--- src/rtl/gray_code_pipe.sv ---
// rtl/gray_code_pipe.sv - registered Gray/binary converter with valid/ready handshake
// and a Gray single-step checker that feeds a saturating violation counter.
module gray_code_pipe #(
  parameter int WIDTH     = 4,
  parameter int ERR_CNT_W = 8
) (
  input  logic                 clk,
  input  logic                 rst_n,
  input  logic                 mode_in,
  input  logic [WIDTH-1:0]     data_in,
  input  logic                 valid_in,
  output logic                 ready_out,
  output logic [WIDTH-1:0]     data_out,
  output logic                 valid_out,
  input  logic                 ready_in,
  output logic                 step_err_out,
  output logic [ERR_CNT_W-1:0] err_count_out,
  input  logic                 clr_in
);

  localparam logic [WIDTH-1:0]     DATA_ONE = 1;
  localparam logic [ERR_CNT_W-1:0] CNT_ONE  = 1;
  localparam logic [ERR_CNT_W-1:0] CNT_MAX  = '1;

  logic             in_xfer;
  logic             out_xfer;
  logic             has_prev;
  logic [WIDTH-1:0] prev_gray;
  logic [WIDTH-1:0] conv;
  logic [WIDTH-1:0] diff;
  logic             multi_bit;
  logic             step_err;

  function automatic logic [WIDTH-1:0] gray_to_bin(input logic [WIDTH-1:0] g);
    logic [WIDTH-1:0] b;
    b = '0;
    b[WIDTH-1] = g[WIDTH-1];
    for (int i = WIDTH - 2; i >= 0; i--) begin
      b[i] = b[i+1] ^ g[i];
    end
    return b;
  endfunction

  assign ready_out = !valid_out || ready_in;
  assign in_xfer   = valid_in && ready_out;
  assign out_xfer  = valid_out && ready_in;

  assign conv = mode_in ? (data_in ^ (data_in >> 1)) : gray_to_bin(data_in);

  // Two or more differing bits: clearing the lowest set bit leaves something behind.
  assign diff      = data_in ^ prev_gray;
  assign multi_bit = |(diff & (diff - DATA_ONE));
  assign step_err  = !mode_in && has_prev && multi_bit && !clr_in;

  always_ff @(posedge clk or negedge rst_n) begin
    if (!rst_n) begin
      data_out     <= '0;
      valid_out    <= 1'b0;
      step_err_out <= 1'b0;
    end else if (in_xfer) begin
      data_out     <= conv;
      valid_out    <= 1'b1;
      step_err_out <= step_err;
    end else if (out_xfer) begin
      valid_out    <= 1'b0;
    end
  end

  // A Gray transfer re-seeds history even under clr_in; anything else only clears it.
  always_ff @(posedge clk or negedge rst_n) begin
    if (!rst_n) begin
      prev_gray     <= '0;
      has_prev      <= 1'b0;
      err_count_out <= '0;
    end else begin
      if (in_xfer && !mode_in) begin
        prev_gray <= data_in;
        has_prev  <= 1'b1;
      end else if (in_xfer || clr_in) begin
        has_prev  <= 1'b0;
      end

      if (clr_in) begin
        err_count_out <= '0;
      end else if (in_xfer && step_err && err_count_out != CNT_MAX) begin
        err_count_out <= err_count_out + CNT_ONE;
      end
    end
  end

endmodule

--- config.mk ---
export PLATFORM = sky130hd
export DESIGN_NAME = gray_code_pipe
export DESIGN_NICKNAME = d
export VERILOG_FILES = /design/src/rtl/gray_code_pipe.sv
export SDC_FILE = /design/constraint.sdc
export NUM_CORES = 1
export LEC_CHECK = 0
export CAP_MARGIN = 20
export CORE_MARGIN = 3
export CORE_UTILIZATION = 50
export CTS_CLUSTER_SIZE = 20
export DETAILED_ROUTE_END_ITERATION = 16
export GPL_ROUTABILITY_DRIVEN = 0
export GPL_TIMING_DRIVEN = 0
export PLACE_DENSITY = 0.82
export SLEW_MARGIN = 20
export SYNTH_ARGS = -nofsm -noshare
export SYNTH_HDL_FRONTEND = slang
export SYNTH_SLANG_ARGS = --single-unit
--- constraint.sdc ---
create_clock -name clk -period 3.15 [get_ports clk]
set_input_delay 0.63 -clock clk [delete_from_list [all_inputs] [get_ports clk]]
set_output_delay 0.63 -clock clk [all_outputs]
set_load 0.01 [all_outputs]
Word-level counts from Yosys, hierarchy flattened
Index checks and enable logic that the tools add are counted.
{ "word_totals": {"reg_bits": 19, "inputBits": 10, "output_inout_bits": 15, "wordCells": 39} }
{ "op_classes": {"n_addsub": 2, "eq_ne": 1, "mux": 7, "bitwise_logic": 6, "reduce_logical": 17} }
{ "ops": {"columns": ["cell", "count"], "rows": [
  ["$mux 8", 2],
  ["$add 8x1->8 const B", 1],
  ["$logic_and 1x1->1", 8],
  ["$ne 8x8->1 const B", 1],
  ["$reduce_bool 2->1", 3],
  ["$and 4x4->4", 1],
  ["$mux 1", 4],
  ["$mux 4", 1],
  ["$reduce_or 4->1", 1],
  ["$sub 4x1->4 const B", 1],
  ["$xor 4x3->4", 1],
  ["$xor 4x4->4", 1],
  ["$logic_not 1->1", 3],
  ["$xor 1x1->1", 3],
  ["$logic_or 1x1->1", 2]
]} }

Logic depth before layout (Yosys ltp)
Gate-level depths: netlist (run 1).
{ "depth": {"word_depth": 10, "mapped_depth": 6, "mapped_depth_nobuf": 5} }

Least setup slack after synthesis (run 1)
No wires, ideal clock.
{ "synth_timing": {"kind": "input-to-reg", "startpoint": "input ready_in", "endpoint": "register err_count_out[4]", "setup_ns": 0.136, "t_arrival_ns": 2.167, "required_ns": 3.014, "path_slack_ns": 0.848, "path_stages": 6, "path_buffers": 1, "path_cell_list": "nand2b_1 -> nand3b_1 -> or4_4 -> clkbuf_1 -> o311ai_1 -> o41ai_1"} }
{ "synth_between": {"elab_chain_cells": 5} }
{ "synth_lines": {"columns": ["item", "line", "rtl"], "rows": [
  ["start, declared", "15", "input logic ready_in,"],
  ["$logic_or 1x1->1", "44", "assign ready_out = !valid_out || ready_in;"],
  ["$logic_and 1x1->1", "45", "assign in_xfer = valid_in && ready_out;"],
  ["$logic_and 1x1->1 (2 in a row)", "85", "end else if (in_xfer && step_err && err_count_out != CNT_MAX) begin"],
  ["$reduce_bool 2->1 (no source line)", null, null],
  ["end signal, assigned", "86", "err_count_out <= err_count_out + CNT_ONE;"],
  ["end, declared", "17", "output logic [ERR_CNT_W-1:0] err_count_out,"]
]} }
No other way between the ends.
A chain may end at the register's enable or synchronous reset.

Worst setup path after layout (run 1)
{ "layout_timing": {"startpoint": "input ready_in", "endpoint": "register err_count_out[2]"} }
The elaborated chain is that of the path after synthesis.

==> impl_metrics.csv, run 1 <==
group,metric,value,unit
status,outcome,"complete, no violations",
timing,report.final.slew_viol_count,0,
die,die-area,2450,um2
route,wl_per_cell,13.8,um
power_and_ir_drop,vdd_drop_max,351,uV
clocking,worst_skew_pair.late_latency,290,ps
job,drv_cap,0,
timing,worstMarginPinSlew,841,ps
synth,yosys_warnings,0,
route,drt_drc_violations_left,0,
clocking,cts_root_buffer,"clkbuf_4",
grt,antenna_found_initial,0,
route,routed_via_density,5.48,
synth,synth_seq_cells,19,
clocking,hold_buffers,0,
die,initial_core_util,0.536,
finish,syn2layout_area_growth,31.5,%
clocking,path_clk_slew,100,ps
synth,syn_area_per_cell,10.7,um2
timing,period_needed,2650,ps
die,io-pin-count,25,
timing,final.setup.tns,0,ps
finish,fillers,147,
route,first_pass_iters,4,
synth,synth.top_cell.area_share,0.503,
worst_setup_path,path_cells,"clkdlybuf4s50_1 -> nand2b_1 -> nand3b_1 -> or4_4 -> clkbuf_1 -> o311ai_1 -> o41ai_1",
worst_setup_path,crit_path_max_incr_delay,620,ps
worst_setup_path,cp.arrival,2810,ps
grt,grt_pass1_wl,3480,um
synth,syn_nets,99,
die,row_count,15,
die,die_x,49.5,um
worst_setup_path,cp-start-kind,"primary input",
finish,final_nets,128,
synth,synth_async_sr_flop_share,1.00,
timing,hold_violations,0,
die,dieHeight,49.5,um
timing,finalCritPeriodShare,0.840,
grt,grt_usage,0.179,
grt,first_global_vias,817,
power_and_ir_drop,power_density,402,nW/um2
worst_setup_path,cp_max_fo,10,
die,placeableCoreArea,1760,um2
synth,synth.distinct_cells,29,
synth,netlist_instances,88,
synth,synth-edff-count,0,
route,ant_nets,0,
clocking,cts_tree,"built",
finish,n_antenna_cell,0,
placed_design,dp.cells,137,
worst_setup_path,end_kind,"register",
worst_hold_path,hold_path_class,"reg -> reg",
clocking,cts_resized,0,
worst_setup_path,critical_path.slowest_cell,"or4_4",
finish,instances_no_fill,141,
clocking,clock-sinks,19,
route,drt-total-wl,1950,um
clocking,cts_max_path_buffers,2,
clocking,cts_buffers,3,
worst_setup_path,worst_ep_required_time,3310,ps
power_and_ir_drop,p_leak,0.514,nW
timing,finalClockSkew,5.17,ps
placed_design,io_buffers,24,
synth,netlist_area,946,um2
grt,grt_max_degree,20,
timing,max_freq,378,MHz
worst_setup_path,path_class,"in -> reg",
clocking,cts_setup_buffers,0,
timing,max_slew_margin,0.437,
synth,synth_ff_type,"dfrtp_1",
synth,synth_area_leaders,"dfrtp_1 50%, xor2_1 5.6%, mux2_2 3.6%",
clocking,htreeDepth,1,
grt,grt_remaining_overflow,0,
synth,yosysTopAreaCell,"dfrtp_1",
timing,rsz0062_at_grt,"no",
finish,drive_gt1_frac,0.0603,
route,vias,773,
timing,setup_violations,0,
route,drt_iter0_markers,11,
synth,ys_seq_area_frac,0.503,
placed_design,dp_hpwl,1510,um
==> cells by family (layout without fill, tap and decap cells) <==
logic type                 count (synthesis)  after routing  share of synthesized area
AOI/OAI and AO/OA                         20             20                      0.135
muxes                                      6              6                     0.0701
xor gates and xnor gates                   9              9                     0.0833
and+or+nand+nor                           29             29                      0.180
DFF                                       19             19                      0.503
adders and majority gates                  1              1                     0.0132
buffers and inverters                      4             32                     0.0159
==> cells in the mapped netlist, types with 3 or more instances <==
library cell,count
or4_1,3
and3_1,4
mux2_2,3
nand3_1,4
dfrtp_1,19
xor2_1,6
nand2_1,7
o31ai_1,3
a21oi_1,6
xnor2_1,3
o21ai_1,4
==> placed cells by master (no fill, tap or decap) <==
cell type and n:
and3_1 4, o311ai_1 2, clkdlybuf4s50_1 24, or4_1 3, mux2_1 2, o21ai_0 1
nand2_1 7, nand3b_1 2, xnor2_1 3, dfrtp_1 19, mux2i_1 1, clkbuf_4 3
ha_1 1, o31ai_1 3, nand3_1 4, a21oi_1 6, nor3_1 1, or3_1 1
nor4_1 1, nor2_1 1, o41ai_1 2, clkbuf_1 3, nor2b_1 1, a211oi_1 2
nand2b_1 2, inv_1 2, and4b_1 1, mux2_2 3, o21ai_1 4, or4_4 1
xor2_1 6
==> worst paths after layout <==
check,endpoint,slack (ps),depth (start not counted),startpoint
min,data_out[2],500,2,data_out[2]
max reg2reg,err_count_out[2],930,6,valid_out
min in group asynchronous,err_count_out[5],820,1,rst_n
max,err_count_out[2],500,7,ready_in
min reg2reg,data_out[2],500,2,data_out[2]
max in group asynchronous,data_out[0],1810,1,rst_n
==> per-stage QoR <==
| step | hold WS [ps] | area, um2 | setup slack [ps] | utilization | total power [mW] |
|---|---|---|---|---|---|
| floorplan | 334 | 946 | 848 | - | 0.333 |
| global placement | 463 | 1220 | 273 | 0.690 | 0.383 |
| detailed placement | 472 | 1220 | 202 | 0.690 | 0.388 |
| CTS | 496 | 1240 | 506 | 0.705 | 0.507 |
| global route | 520 | 1240 | 298 | 0.705 | 0.532 |
| finish | 497 | 1240 | 504 | 0.705 | 0.500 |
==> power breakdown <==
part           switching, mW  total (mW)  internal (mW)
registers             0.0120       0.277          0.265
logic                 0.0477       0.103         0.0558
clock network         0.0696       0.119         0.0491
==> sequential cells by signal (all words and copies together) (netlist names) <==
name           cells
data_out           4
err_count_out      8
has_prev           1
prev_gray          4
step_err_out       1
valid_out          1
==> routing by layer <==
layer	track usage	part of all wire
met1	0.198	0.41
met2	0.348	0.54
met3	0.0423	0.054
met4	0.0276	0
met5	0	0
==> layout make-up <==
class,instances,area [um2],area share
Timing Repair Buffer,24,240,0.193
Multi-Input combinational cell,65,455,0.366
Buffer,2,7.51,0.00604
Clock buffer,4,26.3,0.0211
Tap cell,25,31.3,0.0252
Inverter,2,7.51,0.00604
Sequential cell,19,475,0.382
==> critical path: cells and delay by family <==
kind                   cells  cell delay, ps
AND/OR/NAND/NOR            3            1030
buffers and inverters      2             690
AO/OA/AOI/OAI              2             460
Note: power is estimated with default switching activity, not from simulation.
==> inputs of run 2 (changes only) <==
--- a/config.mk
+++ b/config.mk
@@ -6,13 +6,14 @@
 export NUM_CORES = 1
 export LEC_CHECK = 0
 export CAP_MARGIN = 20
+export CORE_ASPECT_RATIO = 1.5
 export CORE_MARGIN = 3
-export CORE_UTILIZATION = 50
+export CORE_UTILIZATION = 47
 export CTS_CLUSTER_SIZE = 20
 export DETAILED_ROUTE_END_ITERATION = 16
 export GPL_ROUTABILITY_DRIVEN = 0
 export GPL_TIMING_DRIVEN = 0
-export PLACE_DENSITY = 0.82
+export PLACE_DENSITY = 0.78
 export SLEW_MARGIN = 20
 export SYNTH_ARGS = -nofsm -noshare
 export SYNTH_HDL_FRONTEND = slang
==> constraint.sdc (replaced) <==
create_clock -name clk -period 2.5 [get_ports clk]
set_input_delay 0.5 -clock clk [delete_from_list [all_inputs] [get_ports clk]]
set_output_delay 0.5 -clock clk [all_outputs]
set_load 0.01 [all_outputs]
==> run 2 against run 1 <==
- global-route usage down 0.21 points
- utilization decreased by 2.3 points
- sequential share of layout area is 1.1 points lower
- combinational power is 31% higher
- wire length is 4.4% higher
- first-iteration DRC count is 27% higher
- setup slack got worse by 390 ps
- worst hold slack got worse by 2.8 ps
- flip-flop and latch count stayed put
- clock skew down 3.1 ps
==> impl_metrics.csv, run 2 (same netlist as run 1, synthesis figures left out) <==
group,metric,value,unit
timing,report.final.slew_viol_count,0,
finish,final_util,0.682,
finish,largest_reg_flops,8,
power_and_ir_drop,p_int,471,uW
worst_setup_path,startpoint,"data_in[3]",
route,drt_drc_violations_left,0,
grt,grt_max_degree,20,
timing,setup_violations,0,
die,dieHeight,60.9,um
power_and_ir_drop,power_frac_clock,0.248,
worst_setup_path,critical_path.slowest_cell,"clkdlybuf4s50_1",
clocking,worst_skew_pair.late_latency,310,ps
clocking,cts_buffers,3,
power_and_ir_drop,power_switching,176,uW
worst_setup_path,cp.arrival,2620,ps
power_and_ir_drop,comb_power_share,0.209,
finish,layout_commonest_cell,"clkdlybuf4s50_1",
timing,hold_violations,0,
timing,rsz0062_at_grt,"no",
timing,worstMarginPinSlew,859,ps
timing,final.setup.tns,0,ps
timing,finalCritPeriodShare,0.953,
timing,timing.final.ws_setup,117,ps
power_and_ir_drop,total_power,647,uW
grt,grt_usage,0.177,
finish,drive_gt1_frac,0.109,
clocking,cts_root_buffer,"clkbuf_4",
die,initial_core_util,0.504,
finish,final_nets,131,
route,drt_iter0_markers,14,
worst_setup_path,cp_max_fo,5,
grt,grt_pass1_wl,3430,um
clocking,htreeDepth,1,
worst_setup_path,cp-start-kind,"primary input",
route,routed_via_density,5.93,
timing,max_freq,420,MHz
clocking,path_clk_slew,110,ps
power_and_ir_drop,power_density,506,nW/um2
job,drv_cap,0,
timing,max_slew_margin,0.425,
worst_setup_path,worst_ep_required_time,2740,ps
route,wl_per_cell,14.5,um
power_and_ir_drop,vdd_drop_max,442,uV
power_and_ir_drop,swShare,0.272,
worst_setup_path,r2r-end,"err_count_out[3]",
placed_design,dp_hpwl,1510,um
worst_setup_path,path_class,"in -> reg",
route,first_pass_iters,4,
route,vias,830,
timing,finalClockSkew,2.07,ps
timing,period_needed,2380,ps
worst_setup_path,path_cells,"clkdlybuf4s50_1 -> xor2_2 -> a211oi_1 -> or4_4 -> or4_1 -> a21oi_1",
clocking,cts_max_path_buffers,2,
worst_setup_path,crit_path_max_incr_delay,590,ps
route,drt-total-wl,2030,um
worst_hold_path,hold_path_class,"reg -> reg",
finish,n_antenna_cell,0,
worst_setup_path,worstRegToRegCells,5,
finish,reg_top3,"err_count_out (8), data_out (4), prev_gray (4)",
worst_setup_path,end_kind,"register",
worst_setup_path,reg2reg_from,"prev_gray[2]",
die,die-area,2600,um2
power_and_ir_drop,p_leak,0.539,nW
grt,antenna_found_initial,0,
finish,syn2layout_area_growth,35.3,%
route,ant_nets,0,
die,placeableCoreArea,1880,um2
finish,fillers,146,
grt,first_global_vias,845,
finish,layout_common_cells,"23 x clkdlybuf4s50_1, 19 x dfrtp_1, 7 x nand2_1, 6 x a21oi_1, 5 x xor2_1",
worst_setup_path,rrSetupSlack,450,ps
status,outcome,"complete, no violations",
worst_setup_path,cp-endpoint,"err_count_out[3]",
power_and_ir_drop,p_seq_frac,0.542,
die,row_count,19,
clocking,hold_buffers,0,
clocking,cts_tree,"built",
placed_design,io_buffers,24,
clocking,clock-sinks,19,
grt,grt_remaining_overflow,0,
finish,top_register,"err_count_out",
die,die_x,42.6,um
die,io-pin-count,25,
placed_design,dp_slack,-311,ps
-- run 2: cell count changes in the layout (fill, tap and decap cells not counted), sizes merged --
cell           before  now
buf                 0    4
clkbuf              6    5
clkdlybuf4s50      24   23
dlymetal6s2s        0    1
-- run 2: what timing repair did --
| action | CTS | global route |
|---|---|---|
| resized for setup | 0 | 6 |
| setup endpoints to repair | 0 | 5 |
| setup buffers | 0 | 3 |
-- run 2: worst min-delay path by stage --
stage	from	to	slack, ps	depth (start not counted)
after floorplan	rst_n	data_out[0]	200	0
after global placement	step_err_out	step_err_out	460	2
after detailed placement	data_out[2]	data_out[2]	480	2
after CTS	data_out[2]	data_out[2]	500	2
after global routing	data_out[2]	data_out[2]	530	2
final	data_out[2]	data_out[2]	490	2
-- run 2: per-stage QoR --
step	hold WS (ps)	std cells	instance area, um2
2_1_floorplan	204	88	946
3_3_place_gp	462	133	1210
3_5_place_dp	475	133	1210
4_1_cts	501	137	1240
5_1_grt	527	140	1280
6_report	495	140	1280
-- run 2: worst max-delay path: cells and delay by family --
kind	cells	cell delay, ps
simple gates	2	1100
buf+inv	1	590
compound gates	2	260
xor+xnor	1	170
-- run 2: power groups by stage --
stage                     Clock, mW  Sequential, mW  Combinational (mW)
after floorplan                   0           0.361              0.0591
after global placement            0           0.355               0.129
after detailed placement          0           0.356               0.131
after CTS                     0.167           0.350               0.132
after global routing          0.183           0.355               0.148
final                         0.161           0.351               0.135
-- run 2: area by class of cell --
type,count,area [um2],share of cell area
Sequential cell,19,475,0.371
Timing Repair Buffer,27,265,0.207
Buffer,2,8.76,0.00684
Clock buffer,4,26.3,0.0205
Inverter,2,7.51,0.00587
Tap cell,21,26.3,0.0205
Multi-Input combinational cell,65,470,0.368
-- run 2: metal layers --
layer / GRT usage / share of wire / vias to the layer above
met5: 0 / 0 / -
met4: 0.151 / 0.029 / 0
met3: 0.0178 / 0.042 / 7
met2: 0.322 / 0.56 / 22
met1: 0.178 / 0.37 / 408
li1: - / - / 393
==> inputs of run 3 (changes only) <==
--- a/config.mk
+++ b/config.mk
@@ -14,6 +14,7 @@
 export GPL_ROUTABILITY_DRIVEN = 0
 export GPL_TIMING_DRIVEN = 0
 export PLACE_DENSITY = 0.78
+export RECOVER_POWER = 100
 export SLEW_MARGIN = 20
 export SYNTH_ARGS = -nofsm -noshare
 export SYNTH_HDL_FRONTEND = slang
==> run 3 against run 2 <==
- clock power barely moved
- combinational power fell by 5%
- setup slack better by 3.0 ps
- design area decreased by 0.29%
- sequential power is essentially flat
- global-route usage unchanged
- critical path type unchanged
- critical endpoint is now err_count_out[7]
==> impl_metrics.csv, run 3 (same netlist as run 1, synthesis figures left out) <==
group,metric,value,unit
finish,multi_input_area,470,um2
die,row_count,19,
power_and_ir_drop,p_leak,0.570,nW
worst_setup_path,critical_path.slowest_cell,"clkdlybuf4s50_1",
clocking,clock-sinks,19,
clocking,cts_root_buffer,"clkbuf_4",
die,die_x,42.6,um
route,routed_via_density,5.91,
finish,top_register,"err_count_out",
worst_setup_path,path_class,"in -> reg",
die,dieHeight,60.9,um
power_and_ir_drop,power_frac_clock,0.248,
power_and_ir_drop,comb_power_share,0.200,
finish,final_util,0.680,
timing,rsz0062_at_grt,"no",
power_and_ir_drop,power_switching,174,uW
power_and_ir_drop,p_seq_frac,0.551,
finish,seq_area,475,um2
timing,finalClockSkew,2.23,ps
timing,setup_violations,0,
timing,worstMarginPinSlew,856,ps
placed_design,dp_slack,-311,ps
die,io-pin-count,25,
power_and_ir_drop,vdd_drop_max,428,uV
timing,hold_violations,0,
power_and_ir_drop,power_density,499,nW/um2
finish,layout_commonest_cell,"dfrtp_1",
worst_setup_path,end_kind,"register",
grt,grt_usage,0.177,
power_and_ir_drop,total_power,637,uW
die,placeableCoreArea,1880,um2
finish,reg_top3,"err_count_out (8), data_out (4), prev_gray (4)",
finish,drive_gt1_frac,0.101,
die,initial_core_util,0.504,
finish,layout_common_cells,"19 x dfrtp_1, 17 x dlygate4sd3_1, 7 x nand2_1, 6 x a21oi_1, 6 x clkdlybuf4s50_1",
finish,final_nets,131,
finish,syn2layout_area_growth,34.9,%
route,drt_iter0_markers,11,
status,outcome,"complete, no violations",
clocking,hold_buffers,0,
timing,timing.final.ws_setup,120,ps
route,vias,827,
job,drv_cap,0,
placed_design,io_buffers,24,
grt,first_global_vias,845,
timing,max_freq,420,MHz
placed_design,dp_hpwl,1510,um
clocking,path_clk_slew,110,ps
route,wl_per_cell,14.4,um
timing,max_slew_margin,0.428,
timing,report.final.slew_viol_count,0,
clocking,cts_tree,"built",
worst_setup_path,cp.arrival,2610,ps
route,ant_nets,0,
clocking,htreeDepth,1,
route,drt-total-wl,2010,um
worst_setup_path,path_cells,"clkdlybuf4s50_1 -> xor2_2 -> a211oi_1 -> or4_4 -> or4_1 -> a21oi_1",
timing,final.setup.tns,0,ps
finish,n_antenna_cell,0,
power_and_ir_drop,p_int,463,uW
route,first_pass_iters,4,
finish,fillers,147,
timing,finalCritPeriodShare,0.952,
grt,grt_pass1_wl,3430,um
grt,grt_remaining_overflow,0,
finish,largest_reg_flops,8,
grt,grt_max_degree,20,
clocking,cts_max_path_buffers,2,
timing,period_needed,2380,ps
worst_hold_path,hold_path_class,"reg -> reg",
die,die-area,2600,um2
worst_setup_path,cp_max_fo,5,
route,drt_drc_violations_left,0,
clocking,worst_skew_pair.late_latency,300,ps
clocking,cts_buffers,3,
worst_setup_path,crit_path_max_incr_delay,600,ps
power_and_ir_drop,swShare,0.273,
worst_setup_path,cp-start-kind,"primary input",
worst_setup_path,worst_ep_required_time,2730,ps
grt,antenna_found_initial,0,
[run 3: cell types whose count changed in the layout (fill, tap and decap cells not counted), moves of 2 or more]
cell / previous run / this run
buf_4: 3 / 0
clkbuf_4: 3 / 5
clkdlybuf4s50_1: 23 / 6
dlygate4sd3_1: 0 / 17
o21ai_0: 1 / 4
o21ai_1: 4 / 1
[run 3: repair_timing]
item	CTS	global route
endpoints found under the setup margin	0	5
gates resized for setup	0	6
setup buffers	0	3
[run 3: power groups by stage]
stage | Sequential (mW) | Clock [mW] | Combinational, mW
3_3_place_gp | 0.355 | 0 | 0.129
6_report | 0.351 | 0.158 | 0.128
3_5_place_dp | 0.356 | 0 | 0.131
2_1_floorplan | 0.361 | 0 | 0.0591
4_1_cts | 0.350 | 0.167 | 0.132
5_1_grt | 0.354 | 0.183 | 0.140
[run 3: final cells by class]
type / instances / area share
Inverter: 2 / 0.00588
Sequential cell: 19 / 0.373
Timing Repair Buffer: 27 / 0.205
Multi-Input combinational cell: 65 / 0.369
Buffer: 2 / 0.00686
Tap cell: 21 / 0.0206
Clock buffer: 4 / 0.0206
[run 3: critical path, delay by kind of cell]
kind	cells	cell delay, ps
buffers and inverters	1	600
and+or+nand+nor	2	1100
xor gates and xnor gates	1	170
AOI/OAI and AO/OA	2	250
[run 3: per-stage QoR]
step | area (um2) | hold WS [ps] | cells
CTS | 1240 | 501 | 137
detailed placement | 1210 | 475 | 133
global placement | 1210 | 462 | 133
floorplan | 946 | 204 | 88
global route | 1280 | 522 | 140
finish | 1280 | 489 | 140
[run 3: layer usage]
| metal | up-vias | global-route usage | wire, um |
|---|---|---|---|
| met5 | - | 0 | 0 |
| met3 | 8 | 0.0178 | 82 |
| met4 | 0 | 0.151 | 59 |
| li1 | 391 | - | - |
| met1 | 405 | 0.178 | 741 |
| met2 | 23 | 0.322 | 1130 |
[run 3: worst paths after layout]
| kind | from | endpoint | slack, ps | cells past startpoint |
|---|---|---|---|---|
| hold / removal | data_out[2] | data_out[2] | 490 | 2 |
| hold reg to reg | data_out[2] | data_out[2] | 490 | 2 |
| setup reg to reg | prev_gray[2] | err_count_out[7] | 460 | 5 |
| setup / recovery | data_in[3] | err_count_out[7] | 120 | 6 |
| max in group asynchronous | rst_n | err_count_out[6] | 1230 | 1 |
| min in group asynchronous | rst_n | err_count_out[5] | 740 | 1 |
